**src/rtl/l1a_align_monitor_pkg.sv**
```systemverilog
// rtl/l1a_align_monitor_pkg.sv - shared constants, FSM state and verdict types for the L1A alignment monitor
package l1a_pkg;

  localparam int N_ADC_DEF = 16;
  localparam int L1A_W_DEF = 14;

  typedef enum logic [1:0] {
    IDLE,
    COLLECT,
    EVAL,
    RESYNC
  } state_e;

  typedef enum logic [1:0] {
    VERDICT_GOOD,
    VERDICT_BAD,
    VERDICT_TIMEOUT
  } verdict_e;

  // Lowest set bit index; callers only use the result when v is non-zero.
  function automatic logic [3:0] first_set_idx(input logic [N_ADC_DEF-1:0] v);
    logic [3:0] idx;
    idx = '0;
    for (int i = N_ADC_DEF - 1; i >= 0; i--) begin
      if (v[i]) idx = 4'(i);
    end
    return idx;
  endfunction

endpackage

```
**src/rtl/l1a_align_monitor_if.sv**
```systemverilog
// rtl/l1a_align_monitor_if.sv - checker-to-monitor pulse/flag bundle
interface l1a_align_monitor_if
  import l1a_pkg::*;
#(
  parameter int N_ADC = N_ADC_DEF,
  parameter int L1A_W = L1A_W_DEF
);

  logic             one_adc_finish_check;
  logic             l1a_align;
  logic [N_ADC-1:0] error;
  logic [L1A_W-1:0] l1a_ref;

  modport master (
    output one_adc_finish_check,
    output l1a_align,
    output error,
    output l1a_ref
  );

  modport slave (
    input one_adc_finish_check,
    input l1a_align,
    input error,
    input l1a_ref
  );

endinterface

```
**src/rtl/l1a_align_monitor_sat_counter.sv**
```systemverilog
// rtl/l1a_align_monitor_sat_counter.sv - saturating event counter; clear beats increment
module sat_counter #(
  parameter int CNT_W = 16
) (
  input  logic             clk,
  input  logic             reset,
  input  logic             inc_i,
  input  logic             clr_i,
  output logic [CNT_W-1:0] cnt_o
);

  logic [CNT_W-1:0] cnt_q;
  logic [CNT_W-1:0] cnt_d;

  always_comb begin
    cnt_d = cnt_q;
    if (clr_i) begin
      cnt_d = '0;
    end else if (inc_i && (cnt_q != '1)) begin
      cnt_d = cnt_q + CNT_W'(1);
    end
  end

  always_ff @(posedge clk) begin
    if (reset) begin
      cnt_q <= '0;
    end else begin
      cnt_q <= cnt_d;
    end
  end

  assign cnt_o = cnt_q;

endmodule

```
**src/rtl/l1a_align_monitor.sv**
```systemverilog
// rtl/l1a_align_monitor.sv - per-event L1A alignment verdicts, sequence check, stall detection and resync request
module l1a_align_monitor
  import l1a_pkg::*;
#(
  parameter int N_ADC         = N_ADC_DEF,
  parameter int L1A_W         = L1A_W_DEF,
  parameter int CNT_W         = 16,
  parameter int TIMEOUT       = 65535,
  parameter int TMR_W         = 16,
  parameter int RESYNC_THRESH = 4
) (
  input  logic                 clk,
  input  logic                 reset,
  input  logic                 enable,
  l1a_align_monitor_if.slave   chk,
  input  logic                 clear_counters,
  input  logic                 resync_ack,
  output logic [CNT_W-1:0]     good_cnt,
  output logic [CNT_W-1:0]     bad_cnt,
  output logic [CNT_W-1:0]     timeout_cnt,
  output logic [CNT_W-1:0]     seq_err_cnt,
  output logic [N_ADC-1:0]     err_sticky,
  output logic [3:0]           first_bad_adc,
  output logic                 first_bad_valid,
  output logic [3:0]           stall_adc,
  output logic [L1A_W-1:0]     last_l1a,
  output logic [4:0]           progress,
  output logic                 busy,
  output logic                 resync_req
);

  localparam int CF_W = $clog2(RESYNC_THRESH + 1);

  state_e           state_q;
  verdict_e         verdict_q;
  logic [L1A_W-1:0] l1a_cap_q;
  logic [L1A_W-1:0] last_l1a_q;
  logic [TMR_W-1:0] timer_q;
  logic [CF_W-1:0]  consec_fail_q;
  logic             seq_valid_q;
  logic [4:0]       progress_q;
  logic [3:0]       stall_adc_q;
  logic             busy_q;
  logic             resync_req_q;
  logic [N_ADC-1:0] err_sticky_q;
  logic [3:0]       first_bad_adc_q;
  logic             first_bad_valid_q;

  logic             finish;
  logic [4:0]       progress_d;
  logic [TMR_W-1:0] timer_d;
  logic [CF_W-1:0]  consec_fail_d;
  logic [L1A_W-1:0] exp_l1a;
  logic             eval_fire;
  logic             inc_good, inc_bad, inc_tmo, inc_seq;

  assign finish        = chk.one_adc_finish_check;
  assign progress_d    = progress_q + 5'd1;
  assign timer_d       = timer_q + TMR_W'(1);
  assign consec_fail_d = consec_fail_q + CF_W'(1);
  assign exp_l1a       = last_l1a_q + L1A_W'(1);

  // Statistics are committed on the edge that leaves EVAL, unless enable drops and aborts it.
  assign eval_fire = (state_q == EVAL) && enable;
  assign inc_good  = eval_fire && (verdict_q == VERDICT_GOOD);
  assign inc_bad   = eval_fire && (verdict_q == VERDICT_BAD);
  assign inc_tmo   = eval_fire && (verdict_q == VERDICT_TIMEOUT);
  assign inc_seq   = eval_fire && (verdict_q != VERDICT_TIMEOUT) && seq_valid_q
                     && (l1a_cap_q != exp_l1a);

  always_ff @(posedge clk) begin
    if (reset) begin
      state_q       <= IDLE;
      verdict_q     <= VERDICT_GOOD;
      l1a_cap_q     <= '0;
      last_l1a_q    <= '0;
      timer_q       <= '0;
      consec_fail_q <= '0;
      seq_valid_q   <= 1'b0;
      progress_q    <= '0;
      stall_adc_q   <= '0;
      busy_q        <= 1'b0;
      resync_req_q  <= 1'b0;
    end else begin
      case (state_q)
        IDLE: begin
          if (enable && finish) begin
            l1a_cap_q  <= chk.l1a_ref;
            progress_q <= 5'd1;
            timer_q    <= '0;
            busy_q     <= 1'b1;
            state_q    <= COLLECT;
          end
        end
        COLLECT: begin
          if (!enable) begin
            progress_q <= '0;
            busy_q     <= 1'b0;
            state_q    <= IDLE;
          end else if (finish) begin
            progress_q <= progress_d;
            timer_q    <= '0;
            if (progress_d == 5'(N_ADC)) begin
              verdict_q <= chk.l1a_align ? VERDICT_GOOD : VERDICT_BAD;
              state_q   <= EVAL;
            end
          end else begin
            timer_q <= timer_d;
            if (timer_d == TMR_W'(TIMEOUT)) begin
              verdict_q   <= VERDICT_TIMEOUT;
              stall_adc_q <= progress_q[3:0];
              state_q     <= EVAL;
            end
          end
        end
        EVAL: begin
          progress_q <= '0;
          if (!enable) begin
            busy_q  <= 1'b0;
            state_q <= IDLE;
          end else begin
            if (verdict_q == VERDICT_TIMEOUT) begin
              seq_valid_q <= 1'b0;
            end else begin
              last_l1a_q  <= l1a_cap_q;
              seq_valid_q <= 1'b1;
            end
            if (verdict_q == VERDICT_GOOD) begin
              consec_fail_q <= '0;
              busy_q        <= 1'b0;
              state_q       <= IDLE;
            end else if (consec_fail_d >= CF_W'(RESYNC_THRESH)) begin
              consec_fail_q <= consec_fail_d;
              resync_req_q  <= 1'b1;
              state_q       <= RESYNC;
            end else begin
              consec_fail_q <= consec_fail_d;
              busy_q        <= 1'b0;
              state_q       <= IDLE;
            end
          end
        end
        RESYNC: begin
          if (resync_ack) begin
            resync_req_q  <= 1'b0;
            consec_fail_q <= '0;
            seq_valid_q   <= 1'b0;
            busy_q        <= 1'b0;
            state_q       <= IDLE;
          end
        end
        default: begin
          state_q <= IDLE;
        end
      endcase
    end
  end

  always_ff @(posedge clk) begin
    if (reset) begin
      err_sticky_q      <= '0;
      first_bad_adc_q   <= '0;
      first_bad_valid_q <= 1'b0;
    end else if (clear_counters) begin
      err_sticky_q      <= '0;
      first_bad_valid_q <= 1'b0;
    end else if (enable) begin
      err_sticky_q <= err_sticky_q | chk.error;
      if (!first_bad_valid_q && (|chk.error)) begin
        first_bad_adc_q   <= first_set_idx(chk.error);
        first_bad_valid_q <= 1'b1;
      end
    end
  end

  sat_counter #(.CNT_W(CNT_W)) u_good_cnt (
    .clk(clk), .reset(reset), .inc_i(inc_good), .clr_i(clear_counters), .cnt_o(good_cnt)
  );
  sat_counter #(.CNT_W(CNT_W)) u_bad_cnt (
    .clk(clk), .reset(reset), .inc_i(inc_bad), .clr_i(clear_counters), .cnt_o(bad_cnt)
  );
  sat_counter #(.CNT_W(CNT_W)) u_timeout_cnt (
    .clk(clk), .reset(reset), .inc_i(inc_tmo), .clr_i(clear_counters), .cnt_o(timeout_cnt)
  );
  sat_counter #(.CNT_W(CNT_W)) u_seq_err_cnt (
    .clk(clk), .reset(reset), .inc_i(inc_seq), .clr_i(clear_counters), .cnt_o(seq_err_cnt)
  );

  assign err_sticky      = err_sticky_q;
  assign first_bad_adc   = first_bad_adc_q;
  assign first_bad_valid = first_bad_valid_q;
  assign stall_adc       = stall_adc_q;
  assign last_l1a        = last_l1a_q;
  assign progress        = progress_q;
  assign busy            = busy_q;
  assign resync_req      = resync_req_q;

endmodule

```
**src/flat_wrapper.sv**
```systemverilog
// flat-port wrapper written by rule: the top's interface ports become plain ports
module l1a_align_monitor_flat import l1a_pkg::*;
#(
  parameter int N_ADC         = N_ADC_DEF,
  parameter int L1A_W         = L1A_W_DEF,
  parameter int CNT_W         = 16,
  parameter int TIMEOUT       = 65535,
  parameter int TMR_W         = 16,
  parameter int RESYNC_THRESH = 4
)
  (clk, reset, enable, clear_counters, resync_ack, good_cnt, bad_cnt, timeout_cnt, seq_err_cnt, err_sticky, first_bad_adc, first_bad_valid, stall_adc, last_l1a, progress, busy, resync_req, chk_one_adc_finish_check, chk_l1a_align, chk_error, chk_l1a_ref);
  l1a_align_monitor_if #(.N_ADC(N_ADC), .L1A_W(L1A_W)) chk_i ();
  input  logic clk;
  input  logic reset;
  input  logic enable;
  input  logic clear_counters;
  input  logic resync_ack;
  output logic [CNT_W-1:0] good_cnt;
  output logic [CNT_W-1:0] bad_cnt;
  output logic [CNT_W-1:0] timeout_cnt;
  output logic [CNT_W-1:0] seq_err_cnt;
  output logic [N_ADC-1:0] err_sticky;
  output logic [3:0] first_bad_adc;
  output logic first_bad_valid;
  output logic [3:0] stall_adc;
  output logic [L1A_W-1:0] last_l1a;
  output logic [4:0] progress;
  output logic busy;
  output logic resync_req;
  input wire logic [$bits(chk_i.one_adc_finish_check)-1:0] chk_one_adc_finish_check;
  input wire logic [$bits(chk_i.l1a_align)-1:0] chk_l1a_align;
  input wire logic [$bits(chk_i.error)-1:0] chk_error;
  input wire logic [$bits(chk_i.l1a_ref)-1:0] chk_l1a_ref;
  assign chk_i.one_adc_finish_check = chk_one_adc_finish_check;
  assign chk_i.l1a_align = chk_l1a_align;
  assign chk_i.error = chk_error;
  assign chk_i.l1a_ref = chk_l1a_ref;
  l1a_align_monitor #(.N_ADC(N_ADC), .L1A_W(L1A_W), .CNT_W(CNT_W), .TIMEOUT(TIMEOUT), .TMR_W(TMR_W), .RESYNC_THRESH(RESYNC_THRESH)) u_core (.clk(clk), .reset(reset), .enable(enable), .chk(chk_i), .clear_counters(clear_counters), .resync_ack(resync_ack), .good_cnt(good_cnt), .bad_cnt(bad_cnt), .timeout_cnt(timeout_cnt), .seq_err_cnt(seq_err_cnt), .err_sticky(err_sticky), .first_bad_adc(first_bad_adc), .first_bad_valid(first_bad_valid), .stall_adc(stall_adc), .last_l1a(last_l1a), .progress(progress), .busy(busy), .resync_req(resync_req));
endmodule
```
**config.mk**
```make
export PLATFORM = sky130hd
export DESIGN_NAME = l1a_align_monitor_flat
export DESIGN_NICKNAME = d
export VERILOG_FILES = /design/src/rtl/l1a_align_monitor_pkg.sv /design/src/rtl/l1a_align_monitor_if.sv /design/src/rtl/l1a_align_monitor_sat_counter.sv /design/src/rtl/l1a_align_monitor.sv /design/src/flat_wrapper.sv
export SDC_FILE = /design/constraint.sdc
export NUM_CORES = 1
export LEC_CHECK = 0
export BUFFER_PORTS_ARGS = -buffer_cell sky130_fd_sc_hd__buf_2
export CAP_MARGIN = 20
export CORE_MARGIN = 2
export CORE_UTILIZATION = 50
export CTS_CLUSTER_DIAMETER = 80
export CTS_CLUSTER_SIZE = 8
export DETAILED_ROUTE_END_ITERATION = 8
export HOLD_SLACK_MARGIN = 0.08
export PLACE_DENSITY = 0.74
export SLEW_MARGIN = 10
export SYNTH_ARGS = -nofsm -noshare
export SYNTH_HDL_FRONTEND = slang
export SYNTH_SLANG_ARGS = --single-unit
```
**constraint.sdc**
```tcl
create_clock -name clk -period 7 [get_ports clk]
set_input_delay 0.35 -clock clk [delete_from_list [all_inputs] [get_ports clk]]
set_output_delay 0.35 -clock clk [all_outputs]
set_load 0.03 [all_outputs]
```
# Word level (Yosys, flattened, before mapping)
# Index checks and enable logic that the tools add are counted.
[totals]
reg_bits = 148
output_inout_bits = 110
[classes]
n_addsub = 8
order_cmp = 1
eq_ne = 25
muxes = 55
n_bitwise = 4
n_reduce_logical = 34
[op_table]
columns = ["cell", "n"]
rows = [
  ["adder 16 x 1 -> 16 bit, second input constant", 5],
  ["two-way mux 4 bit", 16],
  ["inequality test 16 bit, second input constant", 4],
  ["two-way mux 16 bit", 3],
  ["one-hot mux 16 bit (2 select lines)", 1],
  ["two-way mux 2 bit", 11],
  ["== test 16 bit, second input constant", 1],
  ["OR 16 bit", 1],
  ["AND reduction 4 bit", 4],
  ["OR reduction 16 bit", 1],
  ["two-way mux 5 bit", 3],
  ["one-hot mux 5 bit (3 select lines)", 1],
  ["AND reduction 3 bit", 5],
  ["adder 14 x 1 -> 14 bit, second input constant", 1],
  ["inequality test 14 bit", 1],
  ["inequality test 2 bit, second input constant", 7],
  ["logical AND 1 bit", 13],
  ["two-way mux 1 bit", 12],
  ["two-way mux 3 bit", 3],
  ["inequality test 4 x 3 -> 1 bit, second input constant", 2],
  ["one-hot mux 2 bit (4 select lines)", 1],
  ["== test 2 bit, second input constant", 3],
  ["one-hot mux 3 bit (2 select lines)", 1],
  ["nonzero test 2 bit", 3],
  ["17 further kinds", 24],
]

# Longest topological paths before layout
[depth]
ltp_word = 16
mapped_depth = 11

# By module
# A second synthesis with hierarchy kept.
[unflattened]
cells_unflattened = 985
hier_area_um2 = 8167.8
[modules_own_cells]
columns = ["module", "n_inst", "cells_per_inst", "area_per_inst_um2"]
rows = [
  ["l1a_align_monitor", 1, 577, 4499.3],
  ["sat_counter", 4, 102, 917.1],
]

# Least setup slack after synthesis
# OpenSTA, ideal clock, no wires.
[synth_path]
kind = "register to register"
start = "register u_core.last_l1a_q[0], in the netlist u_core.last_l1a[0]"
end = "register u_core.u_seq_err_cnt.cnt_q[1], in the netlist u_core.u_seq_err_cnt.cnt_o[1]"
setup_time_ns = 0.128
arrival_time_ns = 2.907
required_time_ns = 6.872
path_slack_ns = 3.966
stages_incl_launch_ff = 12
period_less_slack_ns = 3.034
cell_sequence = "dfxtp_1 > ha_1 > nand3_1 > nor4_1 > or3b_1 > a32o_1 > or4b_1 > clkbuf_1 > nand2_2 > buf_6 > mux2i_1 > nor2_1"
[synth_via]
elab_chain_len = 4
[synth_lines]
columns = ["item", "line_no", "text"]
rows = [
  ["from (decl)", "l1a_align_monitor.sv:37", "logic [L1A_W-1:0] last_l1a_q;"],
  ["from (signal assigned)", "l1a_align_monitor.sv:125", "last_l1a_q <= l1a_cap_q;"],
  ["adder 14 x 1 -> 14 bit", "l1a_align_monitor.sv:61", "assign exp_l1a = last_l1a_q + L1A_W'(1);"],
  ["inequality test 14 bit", "l1a_align_monitor.sv:69", "&& (l1a_cap_q != exp_l1a);"],
  ["logical AND 1 bit", "l1a_align_monitor.sv:69", ""],
  ["logical AND 1 bit", "l1a_align_monitor_sat_counter.sv:19", "end else if (inc_i && (cnt_q != '1)) begin"],
  ["to (signal assigned)", "l1a_align_monitor_sat_counter.sv:28", "cnt_q <= cnt_d;"],
  ["to (decl)", "l1a_align_monitor_sat_counter.sv:12", "logic [CNT_W-1:0] cnt_q;"],
]
# Every way passes these cells.
# A chain may end at the register's enable or synchronous reset.

# Final worst setup path
# Ends and elaborated chain as after synthesis.

==> metrics.md <==
| Metric | Value |
|---|---|
| Initial drt markers | `450` |
| Sequential fraction of the synthesis area | `41.5%` |
| WHS | `0.167 ns` |
| Vias in the first global route | `5766` |
| Final Hold Viols | `0` |
| Cell variety after synth | `67` |
| Gate Count Post-Synth | `881` |
| Non-filler cells, final | `1201` |
| Dpl hpwl | `12.5 mm` |
| Post-synth ARST share | `0%` |
| Final Setup Violations | `0` |
| Crit start category | `flop` |
| Register clock-pin slew on the reported worst setup and hold paths | `0.06 ns` |
| Synth Register Bits | `148` |
| Post-CTS Setup Inserts | `0` |
| DRT Wirelength | `17.8 mm` |
| Hold Buf Count CTS | `0` |
| RSZ-0062 raised after global routing | `no` |
| Routed via count | `6633` |
| PortBufs | `146` |
| Global-route usage over all layers | `23.5%` |
| First-pass detailed-route iteration total | `5` |
| Core area | `13900 um^2` |
| CTS sink cnt | `148` |
| Area grow syn2layout | `19.5%` |
| Final antenna-violating net count | `0` |
| Hold Path Depth | `3` |
| Buffer levels on the longest clock path | `2` |
| Tcrit/Tclk final | `45.0%` |
| Number of flops mapped to enable cells by yosys | `0` |
| Fmax | `317 MHz` |
| Post-synth top area share | `41.5%` |
| Worst vdd ir | `0.182 mV` |
| Synth top area cells | `dfxtp_1 (42%), nor2_1 (6.9%), nand2_1 (6.0%), a21oi_1 (5.7%), xor2_1 (4.9%)` |
| Die area | `15200 um^2` |
| Initial Utilization | `51.2%` |
| Syn_area_per_cell | `8.10 um^2` |
| H-tree Lvls | `4` |
| Rows | `43` |
| Ant. Diodes | `0` |
| Largest net degree at the start of global routing | `72` |
| MaxCap Viol Count | `0` |
| Sw frac | `23.2%` |
| Worst R2R Path Depth | `9` |
| Initial antenna violation count | `1` |
| Clock Latency Late Sink | `0.42 ns` |
| DRC | `0` |
| WP data required | `7.29 ns` |
| Max-slew violations | `0` |
| Mapped cell area | `7130 um^2` |
| NetSw | `0.000454 W` |
| Hold Crit Class | `in -> reg` |
| Die H | `123 um` |
| Final Wtd Congestion | `0.835` |
| Post-DR vias/cell | `5.52` |
| Fin nets | `1059` |
| CP Class | `reg -> reg` |
| Int Pwr | `0.00150 W` |
| TNS Setup | `0 ns` |
| Share of cells above drive strength 1 | `19.6%` |
| Worst slew pin tran | `0.909 ns` |
| Fin crit period | `3.15 ns` |
| Cell Pwr Density | `230 nW/um^2` |
| Die W | `123 um` |
| Relative max-transition margin | `38.9%` |
| Worst Path Max Fanout | `18` |
| Synthesized net count | `932` |
| Data arrival, critical path | `3.44 ns` |
| Synth area leader | `dfxtp_1` |
| Primary FF master, synth | `dfxtp_1` |
| Post-route core utilization | `61.2%` |
| Status | `finished, final reports clean` |
| CP Capture Type | `flop` |
| Yosys warns | `0` |
| Routed len/inst | `14.8 um` |
| Final Skew | `0.00935 ns` |
| TritonCTS buffer count | `17` |
| Cells after DPL | `1169` |
| First-pass GRT wire length | `28.3 mm` |
| Grt ovf | `0` |
| CTS tree | `built` |
| Clock power share | `48.9%` |
| # resized after CTS | `0` |
| LEAKAGE | `3.31 nW` |
| Combinational share of power | `6.8%` |
| Flop pwr share | `44.3%` |
| I/O pin count | `147` |
| Root Buffer Master | `clkbuf_16` |
-- through the flow --
stage	instance area, um^2	total power [W]	worst slack, ns
floorplan	7130	0.000977	3.97
global placement	7900	0.00102	4.00
detailed placement	7900	0.00102	3.89
CTS	8520	0.00197	3.88
global route	8520	0.00203	3.61
finish	8520	0.00196	3.85
-- flip-flops by register name, indices dropped and copies added, names as in the netlist --
signal / flops
u_core.busy: 1
u_core.consec_fail_q: 3
u_core.err_sticky: 16
u_core.first_bad_adc: 4
u_core.first_bad_valid: 1
u_core.l1a_cap_q: 14
u_core.last_l1a: 14
u_core.progress: 5
u_core.resync_req: 1
u_core.seq_valid_q: 1
u_core.stall_adc: 4
u_core.state_q: 2
u_core.timer_q: 16
u_core.u_bad_cnt.cnt_o: 16
u_core.u_good_cnt.cnt_o: 16
u_core.u_seq_err_cnt.cnt_o: 16
u_core.u_timeout_cnt.cnt_o: 16
u_core.verdict_q: 2
-- cell type report --
cell class	count	area, um^2
fill	1262	5410
multi-input combinational	671	3870
sequential	148	2960
timing repair buffer	150	761
clock buffer	19	443
tap	180	225
clock inverter	13	183
inverter	20	75.1
-- metal layers --
| layer | track usage [%] | routed length, um |
|---|---|---|
| met1 | 31.0 | 8070 |
| met2 | 35.4 | 7900 |
| met3 | 9.46 | 1500 |
| met4 | 6.68 | 282 |
| met5 | 0 | 11 |
-- cell usage in the layout (no fill, tap or decap), types with 6 or more instances in the layout --
cell type / instances
mux2i_1: 10
clkbuf_16: 17
nand4_1: 17
nor2_1: 131
ha_1: 14
nor4_1: 11
o21ai_0: 30
a31oi_1: 9
nand3_1: 49
dfxtp_1: 148
and3_1: 13
a311oi_1: 6
buf_2: 146
xor2_1: 40
or3_1: 17
a21oi_1: 81
xnor2_1: 27
o31ai_1: 6
inv_1: 20
nor3_1: 14
nand2_1: 114
-- power groups by stage --
stage                     clock network (W)  registers (W)  logic (W)
after floorplan                           0       0.000895  0.0000826
after global placement                    0       0.000885   0.000132
after detailed placement                  0       0.000885   0.000133
after CTS                          0.000972       0.000867   0.000134
after global routing                0.00101       0.000868   0.000147
final                              0.000957       0.000867   0.000134
-- synth_stat cells (4+ instances only) --
master      n
or3_1      17
and3_1     13
xnor2_1    27
xor2_1     40
or2_2       4
o31ai_1     6
and4_1      5
clkbuf_1   31
a22oi_1     5
a211oi_1    5
inv_1      20
nor4_1     11
ha_1       14
nand3_1    49
nand4_1    17
or4_1       4
nand2_1   114
a311oi_1    6
dfxtp_1   148
nor2_1    131
nor3_1     14
buf_6       4
a31oi_1     9
nor3b_1     4
o21ai_0    30
mux2i_1    10
a21oi_1    81
and2_1      4
-- cells by family (layout without fill, tap and decap cells) --
logic type | Yosys count | count (layout) | synth area share [%]
mux | 12 | 12 | 1.72
buf+inv | 62 | 202 | 4.14
compound gates | 167 | 167 | 14.3
simple gates | 411 | 411 | 27.6
flops | 148 | 148 | 41.5
fa+ha+maj | 14 | 14 | 2.46
xor+xnor | 67 | 67 | 8.23
-- worst paths after layout --
kind,startpoint,end,slack (ns)
min,chk_l1a_ref[10],u_core.l1a_cap_q[10],0.17
max,u_core.last_l1a[0],u_core.u_seq_err_cnt.cnt_o[1],3.85
min reg2reg,u_core.first_bad_valid,u_core.first_bad_valid,0.46
max reg2reg,u_core.last_l1a[0],u_core.u_seq_err_cnt.cnt_o[1],3.85
-- critical path, stage by stage (launching register included) --
cell	delay, ns
dfxtp_1	0.43
ha_1	0.26
nand3_1	0.13
nor4_1	0.35
or3b_1	0.39
a32o_1	0.21
or4b_1	0.64
nand2_2	0.32
mux2i_1	0.22
nor2_1	0.06
(Power assumes the default switching activity.)
